==> config.mk <==
export PLATFORM = sky130hd
export DESIGN_NAME = minutnik_param
export DESIGN_NICKNAME = d
export VERILOG_FILES = /design/src/rtl/minutnik_pkg.sv /design/src/rtl/minutnik_param_dzielnik_ce.sv /design/src/rtl/minutnik_param.sv
export SDC_FILE = /design/constraint.sdc
export NUM_CORES = 1
export LEC_CHECK = 0
export BUFFER_PORTS_ARGS = -buffer_cell sky130_fd_sc_hd__buf_2
export CORE_MARGIN = 2
export CORE_UTILIZATION = 47
export CTS_BUF_LIST = sky130_fd_sc_hd__clkbuf_4 sky130_fd_sc_hd__clkbuf_8
export CTS_CLUSTER_DIAMETER = 30
export DETAILED_ROUTE_END_ITERATION = 16
export PLACE_DENSITY = 0.74
export SETUP_SLACK_MARGIN = 0.1
export SLEW_MARGIN = 20
export SYNTH_ARGS = -nofsm -noshare
export SYNTH_HDL_FRONTEND = slang
export SYNTH_SLANG_ARGS = --single-unit
export TNS_END_PERCENT = 5
==> constraint.sdc <==
create_clock -name i_CLK -period 5.4 [get_ports i_CLK]
set_input_delay 0.27 -clock i_CLK [delete_from_list [all_inputs] [get_ports i_CLK]]
set_output_delay 0.27 -clock i_CLK [all_outputs]
set_load 0.01 [all_outputs]
==> src/rtl/minutnik_pkg.sv <==
// Shared definitions for the parametrised kitchen timer (minutnik).
// State encoding, button masks and time-step constants.
package minutnik_pkg;

    typedef enum logic [1:0] {
        ST_SET   = 2'd0,
        ST_RUN   = 2'd1,
        ST_PAUSE = 2'd2,
        ST_DONE  = 2'd3
    } stan_t;

    localparam logic [3:0] BTN_IS = 4'b1000;
    localparam logic [3:0] BTN_DS = 4'b0100;
    localparam logic [3:0] BTN_IM = 4'b0010;
    localparam logic [3:0] BTN_DM = 4'b0001;

    localparam int KROK_S = 1;
    localparam int KROK_M = 60;

    function automatic int max_czas(input int max_min);
        return max_min * 60 + 59;
    endfunction

endpackage

==> src/rtl/minutnik_param_dzielnik_ce.sv <==
// Clock-enable divider: one-cycle o_CE every DIV cycles of i_CLK.
// i_Clr holds the phase at zero and masks the enable.
module dzielnik_ce #(
    parameter int DIV = 10
) (
    input  logic i_CLK,
    input  logic i_Reset,
    input  logic i_Clr,
    output logic o_CE
);

    localparam int CW = (DIV > 1) ? $clog2(DIV) : 1;
    localparam logic [CW-1:0] LAST = CW'(DIV - 1);

    logic [CW-1:0] cnt;

    always_ff @(posedge i_CLK) begin
        if (i_Reset || i_Clr) begin
            cnt <= '0;
        end else if (cnt == LAST) begin
            cnt <= '0;
        end else begin
            cnt <= cnt + 1'b1;
        end
    end

    assign o_CE = (cnt == LAST) && !i_Clr;

endmodule

==> src/rtl/minutnik_param.sv <==
// Kitchen-timer core: time editing, countdown, pause and timed alarm.
// Define MINUTNIK_PAMIEC_EN to restore the last preset on return to SET.
module minutnik_param
    import minutnik_pkg::*;
#(
    parameter int CLK_HZ     = 100_000_000,
    parameter int MAX_MIN    = 99,
    parameter int REP_HZ     = 10,
    parameter int FAST_HZ    = 50,
    parameter int ACCEL_REPS = 20,
    parameter int ALARM_S    = 10,
    localparam int MAXV      = max_czas(MAX_MIN),
    localparam int W         = $clog2(MAXV + 1)
) (
    input  logic         i_CLK,
    input  logic         i_Reset,
    input  logic [3:0]   i_Przyciski_stan,
    input  logic         i_Przyciski_impuls,
    input  logic         i_Przyciski_przytrzymanie,
    input  logic         i_Start_impuls,
    input  logic         i_Stop_impuls,
    output logic [W-1:0] o_Czas,
    output logic [1:0]   o_Stan,
    output logic         o_Alarm,
    output logic         o_Koniec_impuls
);

    localparam logic [W-1:0] MAXV_W   = W'(MAXV);
    localparam logic [W-1:0] KROK_S_W = W'(KROK_S);
    localparam logic [W-1:0] KROK_M_W = W'(KROK_M);

    localparam int RW = $clog2(ACCEL_REPS + 2);
    localparam logic [RW-1:0] ACCEL_W = RW'(ACCEL_REPS);

    localparam int AW = $clog2(ALARM_S + 1);
    localparam logic [AW-1:0] ALARM_LAST = AW'(ALARM_S - 1);

    stan_t         stan;
    stan_t         stan_d;
    logic [W-1:0]  czas;
    logic [W-1:0]  czas_d;
    logic [W-1:0]  czas_ed;
    logic [W-1:0]  czas_powrot;
    logic [W:0]    suma_m;
    logic [RW-1:0] rep_cnt;
    logic [AW-1:0] alarm_cnt;
    logic          tick;
    logic          slow_ce;
    logic          fast_ce;
    logic          przysp;
    logic          edit_ce;
    logic          clr_1hz;
    logic          clr_rep;

    // 1 Hz phase survives the RUN->DONE hand-over so alarm seconds align.
    assign clr_1hz = (stan != ST_RUN) && (stan != ST_DONE);
    assign clr_rep = !i_Przyciski_przytrzymanie;

    dzielnik_ce #(.DIV(CLK_HZ)) u_ce_1hz (
        .i_CLK   (i_CLK),
        .i_Reset (i_Reset),
        .i_Clr   (clr_1hz),
        .o_CE    (tick)
    );

    dzielnik_ce #(.DIV(CLK_HZ / REP_HZ)) u_ce_slow (
        .i_CLK   (i_CLK),
        .i_Reset (i_Reset),
        .i_Clr   (clr_rep),
        .o_CE    (slow_ce)
    );

    dzielnik_ce #(.DIV(CLK_HZ / FAST_HZ)) u_ce_fast (
        .i_CLK   (i_CLK),
        .i_Reset (i_Reset),
        .i_Clr   (clr_rep),
        .o_CE    (fast_ce)
    );

    assign przysp  = (rep_cnt == ACCEL_W);
    assign edit_ce = i_Przyciski_impuls
                   | (i_Przyciski_przytrzymanie & (przysp ? fast_ce : slow_ce));

    always_ff @(posedge i_CLK) begin
        if (i_Reset || clr_rep) begin
            rep_cnt <= '0;
        end else if (slow_ce && !i_Przyciski_impuls && !przysp) begin
            rep_cnt <= rep_cnt + 1'b1;
        end
    end

    always_ff @(posedge i_CLK) begin
        if (i_Reset || (stan != ST_DONE)) begin
            alarm_cnt <= '0;
        end else if (tick) begin
            alarm_cnt <= alarm_cnt + 1'b1;
        end
    end

`ifdef MINUTNIK_PAMIEC_EN
    logic [W-1:0] preset;

    always_ff @(posedge i_CLK) begin
        if (i_Reset) begin
            preset <= '0;
        end else if ((stan == ST_SET) && i_Start_impuls
                     && !i_Stop_impuls && (czas != '0)) begin
            preset <= czas;
        end
    end

    assign czas_powrot = preset;
`else
    assign czas_powrot = '0;
`endif

    assign suma_m = {1'b0, czas} + {1'b0, KROK_M_W};

    always_comb begin
        czas_ed = czas;
        if ($onehot(i_Przyciski_stan)) begin
            unique case (1'b1)
                i_Przyciski_stan[3]:
                    if (czas != MAXV_W) czas_ed = czas + KROK_S_W;
                i_Przyciski_stan[2]:
                    if (czas != '0) czas_ed = czas - KROK_S_W;
                i_Przyciski_stan[1]:
                    czas_ed = (suma_m > {1'b0, MAXV_W}) ? MAXV_W : suma_m[W-1:0];
                i_Przyciski_stan[0]:
                    czas_ed = (czas < KROK_M_W) ? '0 : czas - KROK_M_W;
                default: ;
            endcase
        end
    end

    always_comb begin
        stan_d = stan;
        czas_d = czas;
        unique case (stan)
            ST_SET: begin
                if (i_Stop_impuls) begin
                    czas_d = '0;
                end else if (i_Start_impuls && (czas != '0)) begin
                    stan_d = ST_RUN;
                end else if (edit_ce) begin
                    czas_d = czas_ed;
                end
            end
            ST_RUN: begin
                if (i_Stop_impuls) begin
                    stan_d = ST_SET;
                    czas_d = czas_powrot;
                end else if (i_Start_impuls) begin
                    stan_d = ST_PAUSE;
                end else if (tick && (czas != '0)) begin
                    czas_d = czas - KROK_S_W;
                    if (czas == KROK_S_W) stan_d = ST_DONE;
                end
            end
            ST_PAUSE: begin
                if (i_Stop_impuls) begin
                    stan_d = ST_SET;
                    czas_d = czas_powrot;
                end else if (i_Start_impuls && (czas != '0)) begin
                    stan_d = ST_RUN;
                end else if (edit_ce) begin
                    czas_d = czas_ed;
                end
            end
            ST_DONE: begin
                if (i_Stop_impuls || i_Start_impuls || i_Przyciski_impuls
                    || (tick && (alarm_cnt == ALARM_LAST))) begin
                    stan_d = ST_SET;
                    czas_d = czas_powrot;
                end
            end
            default: begin
                stan_d = ST_SET;
                czas_d = '0;
            end
        endcase
    end

    always_ff @(posedge i_CLK) begin
        if (i_Reset) begin
            stan            <= ST_SET;
            czas            <= '0;
            o_Alarm         <= 1'b0;
            o_Koniec_impuls <= 1'b0;
        end else begin
            stan            <= stan_d;
            czas            <= czas_d;
            o_Alarm         <= (stan_d == ST_DONE);
            o_Koniec_impuls <= (stan_d == ST_DONE) && (stan != ST_DONE);
        end
    end

    assign o_Czas = czas;
    assign o_Stan = stan;

endmodule

==> flow_metrics.tcl <==
set metrics [dict create \
    status "finished, final reports clean" \
    p_leak_nw 2.179 \
    post-synth-top-count-cell "nor2_1" \
    clk_latency_ns 0.37 \
    r2r-start "o_Czas[2]$_SDFFE_PP0P_" \
    detail_route.wirelength_mm 13.91 \
    ys_ff_latch 98 \
    path_class "flop to flop" \
    fin_crit_sh_pct 66.08 \
    yosys.cell_types.count 70 \
    max_slew_margin_pct 22.07 \
    asyncSetResetFlopFracSynth_pct 0 \
    initial_core_util_pct 47.61 \
    finalNonFillerCells 938 \
    wl_met1_mm 6.542 \
    multi_input_area_sq_um 3684 \
    fp.dieArea_sq_um 13540 \
    n_antenna_cell 0 \
    via_per_inst 5.714 \
    period_minus_slack_ns 3.568 \
    rsz0062_at_grt "no" \
    swShare_pct 40.14 \
    synth_area_per_cell_sq_um 7.778 \
    fp.coreArea_sq_um 12470 \
    synthTopCellsByArea "dfxtp_1 (33%), xor2_1 (8.3%), nor2_1 (7.8%)" \
    crit_chain "inv_1, ha_1, nor3b_1, nor3_1, mux2i_1, nor2_1, a21oi_1, o211ai_1, a32oi_1, o32ai_1" \
    crit_slowest_cell "nor3b_1" \
    grt_usage_pct 21.31 \
    synth_enable_flop_cells 0 \
    cp_data_arrival_time_ns 3.81 \
    tightest_slew_ns 1.165 \
    cp_top_family "simple AND/OR/NAND/NOR gates" \
    stdcell_area_sq_um 6326 \
    fin_tns_setup_ns 0 \
    slew_viol_final 0 \
    num_io_pins 27 \
    path_buf_inv 1 \
    post_drt_wl_per_cell_microns 14.83 \
    min_from "i_Przyciski_impuls" \
    pwr-share-seq_pct 39.6 \
    synth_area_leader_cell "dfxtp_1" \
    drv_cap 0 \
    firstDrtPassIters 5 \
    finalPower_w 0.002189 \
    synthesis.nets 791 \
    cts_repair_resize_count 0 \
    cp-startpoint "o_Czas[2]$_SDFFE_PP0P_" \
    portBuffers 26 \
    max_stage_delay_ns 0.74 \
    areaGrowthSynthToFinish_pct 6.599 \
    powerDensity_nw_per_um2 346.1 \
    hold_path_class "input pin to flop" \
    synth_top_flop_cell "dfxtp_1" \
    clockBufferDepth 2 \
    htreeDepth 3 \
    num_rows 41 \
    setup_viol 0 \
    hold_viol 0 \
    end_kind "flop" \
    cts.sinks 98 \
    dp_hpwl_mm 9.497 \
    met3_length_microns 958 \
    layout-drive-gt1-share_pct 7.833 \
    nets 789 \
    cts_setup_buffers 0 \
    cts_hold_buf 0 \
    overflow 0 \
    skew_ns 0.008198 \
    first_global_vias 4817 \
    fmax_ghz 0.2803 \
    netSwitchingPower_w 0.0008788 \
    drc_errors 0 \
    internal_power_w 0.001311 \
    routabilityCongestion 0.9252 \
    cts_tree "yes" \
    placed_area_sq_um 6115 \
    required_ns 5.64 \
    drt_iter0_drc 484 \
    p_clk_share_pct 22.9 \
    synth-warning-count 0 \
    antenna_found_initial 1 \
    ant_nets 0 \
    path_clk_slew_ns 0.10 \
    synth_top_area_share_pct 33.06 \
    wl_met2_mm 6.223 \
    clock-root-buffer "clkbuf_8" \
    num_vias 5360 \
    startpoint_type "flop" \
    highest_layer "met5" \
    netlist_instances 763 \
    pwr-share-comb_pct 37.5 \
    fillers 1212 \
    regArea_sq_um 1962 \
    cts_buffers 9 \
    grt_first_pass_wirelength_mm 23.26 \
    worstPathMaxFanout 15 \
    die_w_microns 116.4 \
    place_inst 922 \
    max-vdd-ir-drop_v 0.0001585 \
    die_h_microns 116.4 \
    grt_start_max_net_pins 27 \
    syn_area_sq_um 5934 \
    synth_common_cells "nor2_1 (124), dfxtp_1 (98), nand2_1 (69)" \
    seq_area_frac_synth_pct 33.06 \
]
==> stage by stage <==
step                      utilization (%)  setup slack, ns  hold slack [ns]
after floorplan                         -            2.337           0.4132
after global placement              49.05            1.823           0.4269
after detailed placement            49.05            1.751           0.4362
after CTS                           50.75            1.896           0.2648
after global routing                50.75            1.520           0.2920
final                               50.75            1.832           0.2767
==> power groups by stage <==
stage          registers, W  logic [W]  clock network, W
3_3_place_gp       0.000877   0.000802                 0
6_report           0.000866   0.000821          0.000502
4_1_cts            0.000863   0.000804          0.000519
2_1_floorplan      0.000805   0.000693                 0
5_1_grt            0.000876   0.000909          0.000552
3_5_place_dp       0.000880   0.000797                 0
==> final cells by class <==
type                            instances  share of cell area (%)
Inverter                               25                   1.483
Multi-Input combinational cell        597                   58.23
Clock inverter                          6                   1.167
Tap cell                              172                   3.402
Timing Repair Buffer                   30                   2.532
Clock buffer                           10                   2.176
Sequential cell                        98                   31.01
==> path summary, 6_finish.rpt <==
kind | depth (start not counted) | endpoint | slack, ns
hold / removal | 3 | rep_cnt[1]$_SDFFE_PP0P_ | 0.28
setup / recovery | 10 | o_Czas[8]$_SDFFE_PP0P_ | 1.83
hold reg to reg | 1 | u_ce_fast.cnt[0]$_SDFF_PP0_ | 0.45
setup reg to reg | 10 | o_Czas[8]$_SDFFE_PP0P_ | 1.83
==> registers in the layout (all words and copies together) (netlist names) <==
name and flops:
u_ce_1hz.cnt 27, u_ce_slow.cnt 24, u_ce_fast.cnt 21, o_Czas 13
rep_cnt 5, alarm_cnt 4, o_Stan 2, o_Alarm 1
o_Koniec_impuls 1
==> cells by family after synthesis <==
logic type	count (synthesis)	share of synthesized area, %
AO/OA/AOI/OAI	126	13.94
multiplexers	3	0.5060
buffers and inverters	68	4.870
flip-flops	98	33.06
adder cells (fa/ha/maj)	18	3.922
AND/OR/NAND/NOR	365	31.16
XOR/XNOR	85	12.54
==> tightest hold or removal path, stage by stage <==
cell     delay (ns)
buf_2          0.13
o21ai_0        0.10
a21oi_1        0.12
==> cells in the final DEF (no fill, tap or decap), types with 5 or more instances in the layout <==
cell type / synthesis / layout
nor2_1: 124 / 124
dfxtp_1: 98 / 98
nand2_1: 69 / 69
xor2_1: 56 / 56
nand3_1: 45 / 45
a21oi_1: 38 / 38
xnor2_1: 29 / 29
o21ai_0: 27 / 27
buf_2: 12 / 26
inv_1: 25 / 25
nand4_1: 22 / 22
nor3_1: 22 / 22
ha_1: 17 / 17
and3_1: 16 / 16
clkbuf_8: 0 / 10
nor4_1: 8 / 8
o22ai_1: 8 / 8
or3_1: 8 / 8
a211oi_1: 7 / 7
nand2b_1: 6 / 6
and2_1: 6 / 6
and4_1: 6 / 6
o211ai_1: 6 / 6
a32oi_1: 5 / 5
==> metal layers <==
layer / vias up / GRT usage, %
met5: - / 0
met4: 2 / 6.746
met3: 19 / 5.138
met2: 198 / 33.49
met1: 2468 / 29.00
li1: 2673 / -
(Power assumes the default switching activity.)
